$ cat config.mk
export PLATFORM = sky130hd
export DESIGN_NAME = touch_event_filter
export DESIGN_NICKNAME = d
export VERILOG_FILES = /design/src/rtl/touch_event_filter.sv
export SDC_FILE = /design/constraint.sdc
export NUM_CORES = 1
export LEC_CHECK = 0
export ABC_AREA = 1
export CAP_MARGIN = 20
export CORE_ASPECT_RATIO = 1.25
export CORE_UTILIZATION = 62
export DETAILED_ROUTE_END_ITERATION = 10
export PLACE_DENSITY_LB_ADDON = 0.3
export SLEW_MARGIN = 25
export SYNTH_ARGS = -nofsm -noshare
export SYNTH_HDL_FRONTEND = slang
export SYNTH_SLANG_ARGS = --single-unit
export TNS_END_PERCENT = 50
$ cat constraint.sdc
create_clock -name iCLK -period 6.1 [get_ports iCLK]
set_input_delay 1.22 -clock iCLK [delete_from_list [all_inputs] [get_ports iCLK]]
set_output_delay 1.22 -clock iCLK [all_outputs]
set_load 0.05 [all_outputs]
$ cat src/rtl/touch_event_filter.sv
`default_nettype none
// ============================================================================
// Module   : touch_event_filter
// Purpose  : Debounces the pen-down level and converts raw 12-bit ADC samples
//            into 800x480 LCD pixel coordinates, with the axes inverted to
//            match the panel. Emits PRESS / MOVE / RELEASE events through a
//            small first-word-fall-through event FIFO with valid/ready.
// Macro    : TOUCH_FILTER_AVG_EN - when defined, four strobed samples are
//            summed and averaged per coordinate; when undefined every
//            accepted strobe is a complete sample on its own.
// Ports    : iCLK        - system clock
//            iRST_n      - asynchronous active-low reset
//            iTOUCH_IRQ  - one-cycle strobe qualifying iX_COORD / iY_COORD
//            iX_COORD    - raw 12-bit ADC X
//            iY_COORD    - raw 12-bit ADC Y
//            iTouch      - raw pen-down level
//            oEVT_VALID  - event FIFO non-empty
//            iEVT_READY  - consumer accepts the head entry
//            oEVT_TYPE   - 00 PRESS, 01 MOVE, 10 RELEASE
//            oEVT_X      - pixel X 0..799
//            oEVT_Y      - pixel Y 0..479
//            oDROP_CNT   - events lost to a full FIFO, saturating at 255
// Revision : 1.0 - initial release
// ============================================================================
module touch_event_filter #(
  parameter int DEBOUNCE_CYCLES = 50_000,
  parameter int RELEASE_CYCLES  = 2_500_000,
  parameter int MOVE_THRESH     = 4,
  parameter int FIFO_DEPTH      = 4
) (
  input  logic        iCLK,
  input  logic        iRST_n,
  input  logic        iTOUCH_IRQ,
  input  logic [11:0] iX_COORD,
  input  logic [11:0] iY_COORD,
  input  logic        iTouch,
  output logic        oEVT_VALID,
  input  logic        iEVT_READY,
  output logic [1:0]  oEVT_TYPE,
  output logic [9:0]  oEVT_X,
  output logic [8:0]  oEVT_Y,
  output logic [7:0]  oDROP_CNT
);

  localparam int c_TMR_MAX = (DEBOUNCE_CYCLES > RELEASE_CYCLES) ? DEBOUNCE_CYCLES : RELEASE_CYCLES;
  localparam int c_TMR_W   = $clog2(c_TMR_MAX + 1);
  localparam int c_AW      = (FIFO_DEPTH > 1) ? $clog2(FIFO_DEPTH) : 1;

  localparam logic [c_TMR_W-1:0] c_DEB_LAST = c_TMR_W'(DEBOUNCE_CYCLES - 1);
  localparam logic [c_TMR_W-1:0] c_REL_LAST = c_TMR_W'(RELEASE_CYCLES - 1);
  localparam logic [c_AW:0]      c_DEPTH    = (c_AW + 1)'(FIFO_DEPTH);
  localparam logic [9:0]         c_THR_X    = 10'(MOVE_THRESH);
  localparam logic [8:0]         c_THR_Y    = 9'(MOVE_THRESH);

  localparam logic [1:0] c_EVT_PRESS   = 2'b00;
  localparam logic [1:0] c_EVT_MOVE    = 2'b01;
  localparam logic [1:0] c_EVT_RELEASE = 2'b10;

  typedef enum logic [2:0] {
    S_IDLE     = 3'd0,
    S_DEB      = 3'd1,
    S_ARMED    = 3'd2,
    S_DOWN     = 3'd3,
    S_REL_PEND = 3'd4
  } state_t;

  state_t             r_state;
  logic [c_TMR_W-1:0] r_tmr;

  // Averaged / raw sample, valid for one cycle after the completing strobe
  logic [11:0] r_avg_x;
  logic [11:0] r_avg_y;
  logic        r_avg_vld;

  // Strobes are only meaningful while the pen is established as down
  logic w_accept_state;
  assign w_accept_state = (r_state == S_ARMED) || (r_state == S_DOWN);

  // --------------------------------------------------------------------------
  // Sample stage
  // --------------------------------------------------------------------------
`ifdef TOUCH_FILTER_AVG_EN
  logic [13:0] r_acc_x;
  logic [13:0] r_acc_y;
  logic [1:0]  r_smp;
  logic [13:0] w_sum_x;
  logic [13:0] w_sum_y;

  assign w_sum_x = r_acc_x + {2'b00, iX_COORD};
  assign w_sum_y = r_acc_y + {2'b00, iY_COORD};

  always_ff @(posedge iCLK or negedge iRST_n) begin
    if (!iRST_n) begin
      r_acc_x   <= '0;
      r_acc_y   <= '0;
      r_smp     <= '0;
      r_avg_x   <= '0;
      r_avg_y   <= '0;
      r_avg_vld <= 1'b0;
    end else begin
      r_avg_vld <= 1'b0;
      if (!w_accept_state) begin
        // Outside ARMED/DOWN the accumulator is held clear, so arming and
        // returning from REL_PEND always start a fresh group of four.
        r_acc_x <= '0;
        r_acc_y <= '0;
        r_smp   <= '0;
      end else if (iTOUCH_IRQ) begin
        if (r_smp == 2'd3) begin
          r_avg_x   <= 12'(w_sum_x >> 2);
          r_avg_y   <= 12'(w_sum_y >> 2);
          r_avg_vld <= 1'b1;
          r_acc_x   <= '0;
          r_acc_y   <= '0;
          r_smp     <= '0;
        end else begin
          r_acc_x <= w_sum_x;
          r_acc_y <= w_sum_y;
          r_smp   <= r_smp + 2'd1;
        end
      end
    end
  end
`else
  always_ff @(posedge iCLK or negedge iRST_n) begin
    if (!iRST_n) begin
      r_avg_x   <= '0;
      r_avg_y   <= '0;
      r_avg_vld <= 1'b0;
    end else begin
      r_avg_vld <= w_accept_state && iTOUCH_IRQ;
      if (w_accept_state && iTOUCH_IRQ) begin
        r_avg_x <= iX_COORD;
        r_avg_y <= iY_COORD;
      end
    end
  end
`endif

  // --------------------------------------------------------------------------
  // Scale stage: invert axis and map 0..4095 onto the panel resolution
  // --------------------------------------------------------------------------
  logic [11:0] w_inv_x;
  logic [11:0] w_inv_y;
  logic [9:0]  w_px;
  logic [8:0]  w_py;

  assign w_inv_x = 12'd4095 - r_avg_x;
  assign w_inv_y = 12'd4095 - r_avg_y;
  assign w_px    = 10'((22'(w_inv_x) * 22'd800) >> 12);
  assign w_py    = 9'((21'(w_inv_y) * 21'd480) >> 12);

  logic [9:0] r_last_x;
  logic [8:0] r_last_y;
  logic [9:0] w_dx;
  logic [8:0] w_dy;
  logic       w_move;

  assign w_dx   = (w_px >= r_last_x) ? (w_px - r_last_x) : (r_last_x - w_px);
  assign w_dy   = (w_py >= r_last_y) ? (w_py - r_last_y) : (r_last_y - w_py);
  assign w_move = (w_dx >= c_THR_X) || (w_dy >= c_THR_Y);

  // --------------------------------------------------------------------------
  // Event FSM; produces a registered push request for the FIFO
  // --------------------------------------------------------------------------
  logic        r_push;
  logic [20:0] r_push_evt; // {type, x, y}

  always_ff @(posedge iCLK or negedge iRST_n) begin
    if (!iRST_n) begin
      r_state    <= S_IDLE;
      r_tmr      <= '0;
      r_last_x   <= '0;
      r_last_y   <= '0;
      r_push     <= 1'b0;
      r_push_evt <= '0;
    end else begin
      r_push <= 1'b0;
      case (r_state)
        S_IDLE: begin
          if (iTouch) begin
            r_state <= S_DEB;
            r_tmr   <= '0;
          end
        end
        S_DEB: begin
          if (!iTouch) begin
            r_state <= S_IDLE;
          end else if (r_tmr == c_DEB_LAST) begin
            r_state <= S_ARMED;
          end else begin
            r_tmr <= r_tmr + 1'b1;
          end
        end
        S_ARMED: begin
          if (!iTouch) begin
            r_state <= S_IDLE;
          end else if (r_avg_vld) begin
            r_push     <= 1'b1;
            r_push_evt <= {c_EVT_PRESS, w_px, w_py};
            r_last_x   <= w_px;
            r_last_y   <= w_py;
            r_state    <= S_DOWN;
          end
        end
        S_DOWN: begin
          if (r_avg_vld && w_move) begin
            r_push     <= 1'b1;
            r_push_evt <= {c_EVT_MOVE, w_px, w_py};
            r_last_x   <= w_px;
            r_last_y   <= w_py;
          end
          if (!iTouch) begin
            r_state <= S_REL_PEND;
            r_tmr   <= '0;
          end
        end
        S_REL_PEND: begin
          if (iTouch) begin
            r_state <= S_DOWN;
          end else if (r_tmr == c_REL_LAST) begin
            r_push     <= 1'b1;
            r_push_evt <= {c_EVT_RELEASE, r_last_x, r_last_y};
            r_state    <= S_IDLE;
          end else begin
            r_tmr <= r_tmr + 1'b1;
          end
        end
        default: r_state <= S_IDLE;
      endcase
    end
  end

  // --------------------------------------------------------------------------
  // FWFT event FIFO
  // --------------------------------------------------------------------------
  logic [20:0]   r_mem [FIFO_DEPTH];
  logic [c_AW-1:0] r_wr;
  logic [c_AW-1:0] r_rd;
  logic [c_AW:0]   r_count;
  logic [c_AW:0]   w_count_nxt;
  logic            r_valid;
  logic [7:0]      r_drop;
  logic            w_pop;
  logic            w_full;
  logic            w_wr;
  logic            w_drop;

  assign w_pop  = r_valid && iEVT_READY;
  assign w_full = (r_count == c_DEPTH);
  // A pop in the same cycle frees the slot, so a full FIFO still accepts
  assign w_wr   = r_push && (!w_full || w_pop);
  assign w_drop = r_push && w_full && !w_pop;

  always_comb begin
    w_count_nxt = r_count;
    case ({w_wr, w_pop})
      2'b10:   w_count_nxt = r_count + 1'b1;
      2'b01:   w_count_nxt = r_count - 1'b1;
      default: w_count_nxt = r_count;
    endcase
  end

  always_ff @(posedge iCLK or negedge iRST_n) begin
    if (!iRST_n) begin
      for (int i = 0; i < FIFO_DEPTH; i++) begin
        r_mem[i] <= '0;
      end
      r_wr    <= '0;
      r_rd    <= '0;
      r_count <= '0;
      r_valid <= 1'b0;
      r_drop  <= '0;
    end else begin
      if (w_wr) begin
        r_mem[r_wr] <= r_push_evt;
        r_wr        <= r_wr + 1'b1;
      end
      if (w_pop) begin
        r_rd <= r_rd + 1'b1;
      end
      r_count <= w_count_nxt;
      r_valid <= (w_count_nxt != '0);
      if (w_drop && (r_drop != 8'hFF)) begin
        r_drop <= r_drop + 8'd1;
      end
    end
  end

  assign oEVT_VALID = r_valid;
  assign oEVT_TYPE  = r_mem[r_rd][20:19];
  assign oEVT_X     = r_mem[r_rd][18:9];
  assign oEVT_Y     = r_mem[r_rd][8:0];
  assign oDROP_CNT  = r_drop;

endmodule
`default_nettype wire

==> metrics <==
crit path time final ~5.5 ns; Area growth syn-to-layout 10.6%; Routed Antenna Nets 0; synth warn 0; Max Freq 0.183 GHz; via count 11,600; clk_lat worst skew between 0.4 and 0.5 ns; Stages on worst setup path 29; Syn Area/Cell ~7.4 µm²; top_reg_cell synth dfrtp_1; r2r setup slk 0.62 ns; Vias/cell roughly 5.5; HP Class reg -> reg; worst hold start r_push_evt[9]; Post-Synthesis Cell Area approximately 0.013 mm²; share of cells above drive strength 1 0.0367; async set-reset flop share out of synthesis 1.00; Critical Path End r_last_y[8]; Slew HR 0.335; Final Cycle Share 0.898; Post-CTS Setup Repair Bufs 0; Mapped Nets 1,944; top cells by area, synth dfrtp_1 36%, nand2_1 14%, ha_1 9.5%; Post-synth EDFFs 0; antenna cells 0; Remaining Overflow, GRT 0; clk slew on worst S/H paths about 0.080 ns; Critical Path Sink Type register; crit path buf inv count 6; pin count of the biggest net entering global routing 110; total negative slack 0 ns; H-tree lvl count 4; initial core utilization 0.632; cell taking the most area after synthesis dfrtp_1; hold_buf cts 0; GPL Wtd Cong roughly 0.95; number of antenna violations at the first check in global routing 0; Pre-antenna DRT Iters 5; Worst path most repeated cell inv_1; Arrival @ worst endpoint approximately 5.8 ns; CTS max path bufs 2; # resized after CTS 0; DRT iter0 DRCs 848; CP Launch Type register; final wirelength 29,400 µm; Max Cap Viol 0; Hold Path Depth 2; CTS tree built; Final nets about 2,000; slew at the pin with the worst max-slew slack slightly below 1 ns; GRT Total Usage 0.283; RSZ-0062 raised after global routing false; most frequent cell after synthesis nand2_1; Clock Tree Root clkbuf_16; register area share after synthesis 0.363; crit path from r_avg_y[5]; status finished, final reports clean; area share of the largest cell type after synthesis 0.363; Die Span Y 165 µm; Crit-path slowest cell fa_1; skew final about 0.015 ns; DRC violations left 0; Ports about 60; core area 0.0208 mm²; Die W between 100 and 150 µm; vias in the first global route ~11,000; overall die area ~0.022 mm²; Netlist cell types 45; max incr delay on CP 0.55 ns; CTS buffer count 17; first-pass GRT wire length 49,900 µm; critical-path maximum fanout 20; cell family with most CP delay simple AND/OR/NAND/NOR gates; wire per inst 14.0 µm; Synth Instances about 1,800; synthesized flop and latch total between 150 and 200; Clock Sink Count 191; Max Slew Vio Count 0; Setup CP Type reg -> reg; Critical R2R Capture r_last_y[8]; FP Rows 59; CP required between 6 and 7 ns; RR Startpoint r_avg_y[5]; Final setup viols 0; hpwl dp ~22,000 µm; Post-synth top cells 502 x nand2_1, 271 x inv_1, 191 x dfrtp_1; IO buf count a little under 60; final hold viol count 0; worst reg2reg path depth 29
-- through the flow --
| step | area (µm²) | instances | hold slack [ns] | worst slack, ns | util |
|---|---|---|---|---|---|
| floorplan | 13200 | 1784 | 0.442 | 1.51 | - |
| global placement | 13900 | 2069 | 0.459 | 0.660 | 0.668 |
| detailed placement | 13900 | 2069 | 0.465 | 0.593 | 0.668 |
| CTS | 14600 | 2101 | 0.484 | 0.525 | 0.700 |
| global route | 14600 | 2101 | 0.498 | 0.0228 | 0.700 |
| finish | 14600 | 2101 | 0.481 | 0.621 | 0.700 |
-- kinds of logic (layout without fill, tap and decap cells) --
kind of cell | count (synthesis) | count (layout) | synth area share
XOR/XNOR | 35 | 35 | 0.0233
AND/OR/NAND/NOR | 813 | 813 | 0.258
buffers and inverters | 334 | 377 | 0.0993
adder cells (fa/ha/maj) | 131 | 131 | 0.142
flip-flops | 191 | 191 | 0.363
AO/OA/AOI/OAI | 280 | 280 | 0.114
-- worst min path at each step --
stage	slack (ns)	endpoint
after global routing	0.50	r_mem[39]
after global placement	0.46	r_push_evt[18]
after floorplan	0.44	r_push_evt[0]
after CTS	0.48	r_push_evt[9]
after detailed placement	0.46	r_push_evt[9]
final	0.48	r_push_evt[9]
-- state kept, by name (all words and copies together), names as in the netlist, 2 cells and up --
signal,count
r_rd,2
r_avg_x,12
oDROP_CNT,8
r_wr,2
r_last_y,9
r_avg_y,12
r_state,3
r_last_x,10
r_push_evt,21
r_tmr,22
r_count,3
r_mem,84
-- cell type report --
cell class                 count  area, µm²
tap                          274        343
sequential                   191       4780
clock buffer                  17        425
multi-input combinational   1259       7080
clock inverter                15        226
inverter                     274       1030
fill                        1723       6250
timing repair buffer          71        682
-- worst min-delay path, delay by kind of cell (launching register included) --
kind	cells	cell delay, ns
flops	1	0.35
simple gates	2	0.11
-- layer usage --
metal / track usage / share of wire / vias up
met2: 0.507 / 0.51 / 327
met4: 0.117 / 0.035 / 0
met5: 0 / 0 / -
met1: 0.350 / 0.42 / 5407
met3: 0.0307 / 0.039 / 75
li1: - / - / 5741
-- layout by cell type (no fill, tap or decap), types with 6 or more instances in the layout --
cell type	instances
o21ai_0	186
buf_4	13
dfrtp_1	191
xor2_1	27
nand3_1	121
or2_2	6
nor3_1	16
clkbuf_16	17
o22ai_1	21
a21oi_1	45
xnor2_1	8
ha_1	100
o31ai_1	11
nand3b_1	6
nor2_1	120
nand4_1	21
fa_1	31
clkdlybuf4s50_1	57
nand2_1	501
inv_1	269
Power is not shown: default switching activity piles up to over one toggle a cycle in this logic, so the estimate is an artifact.
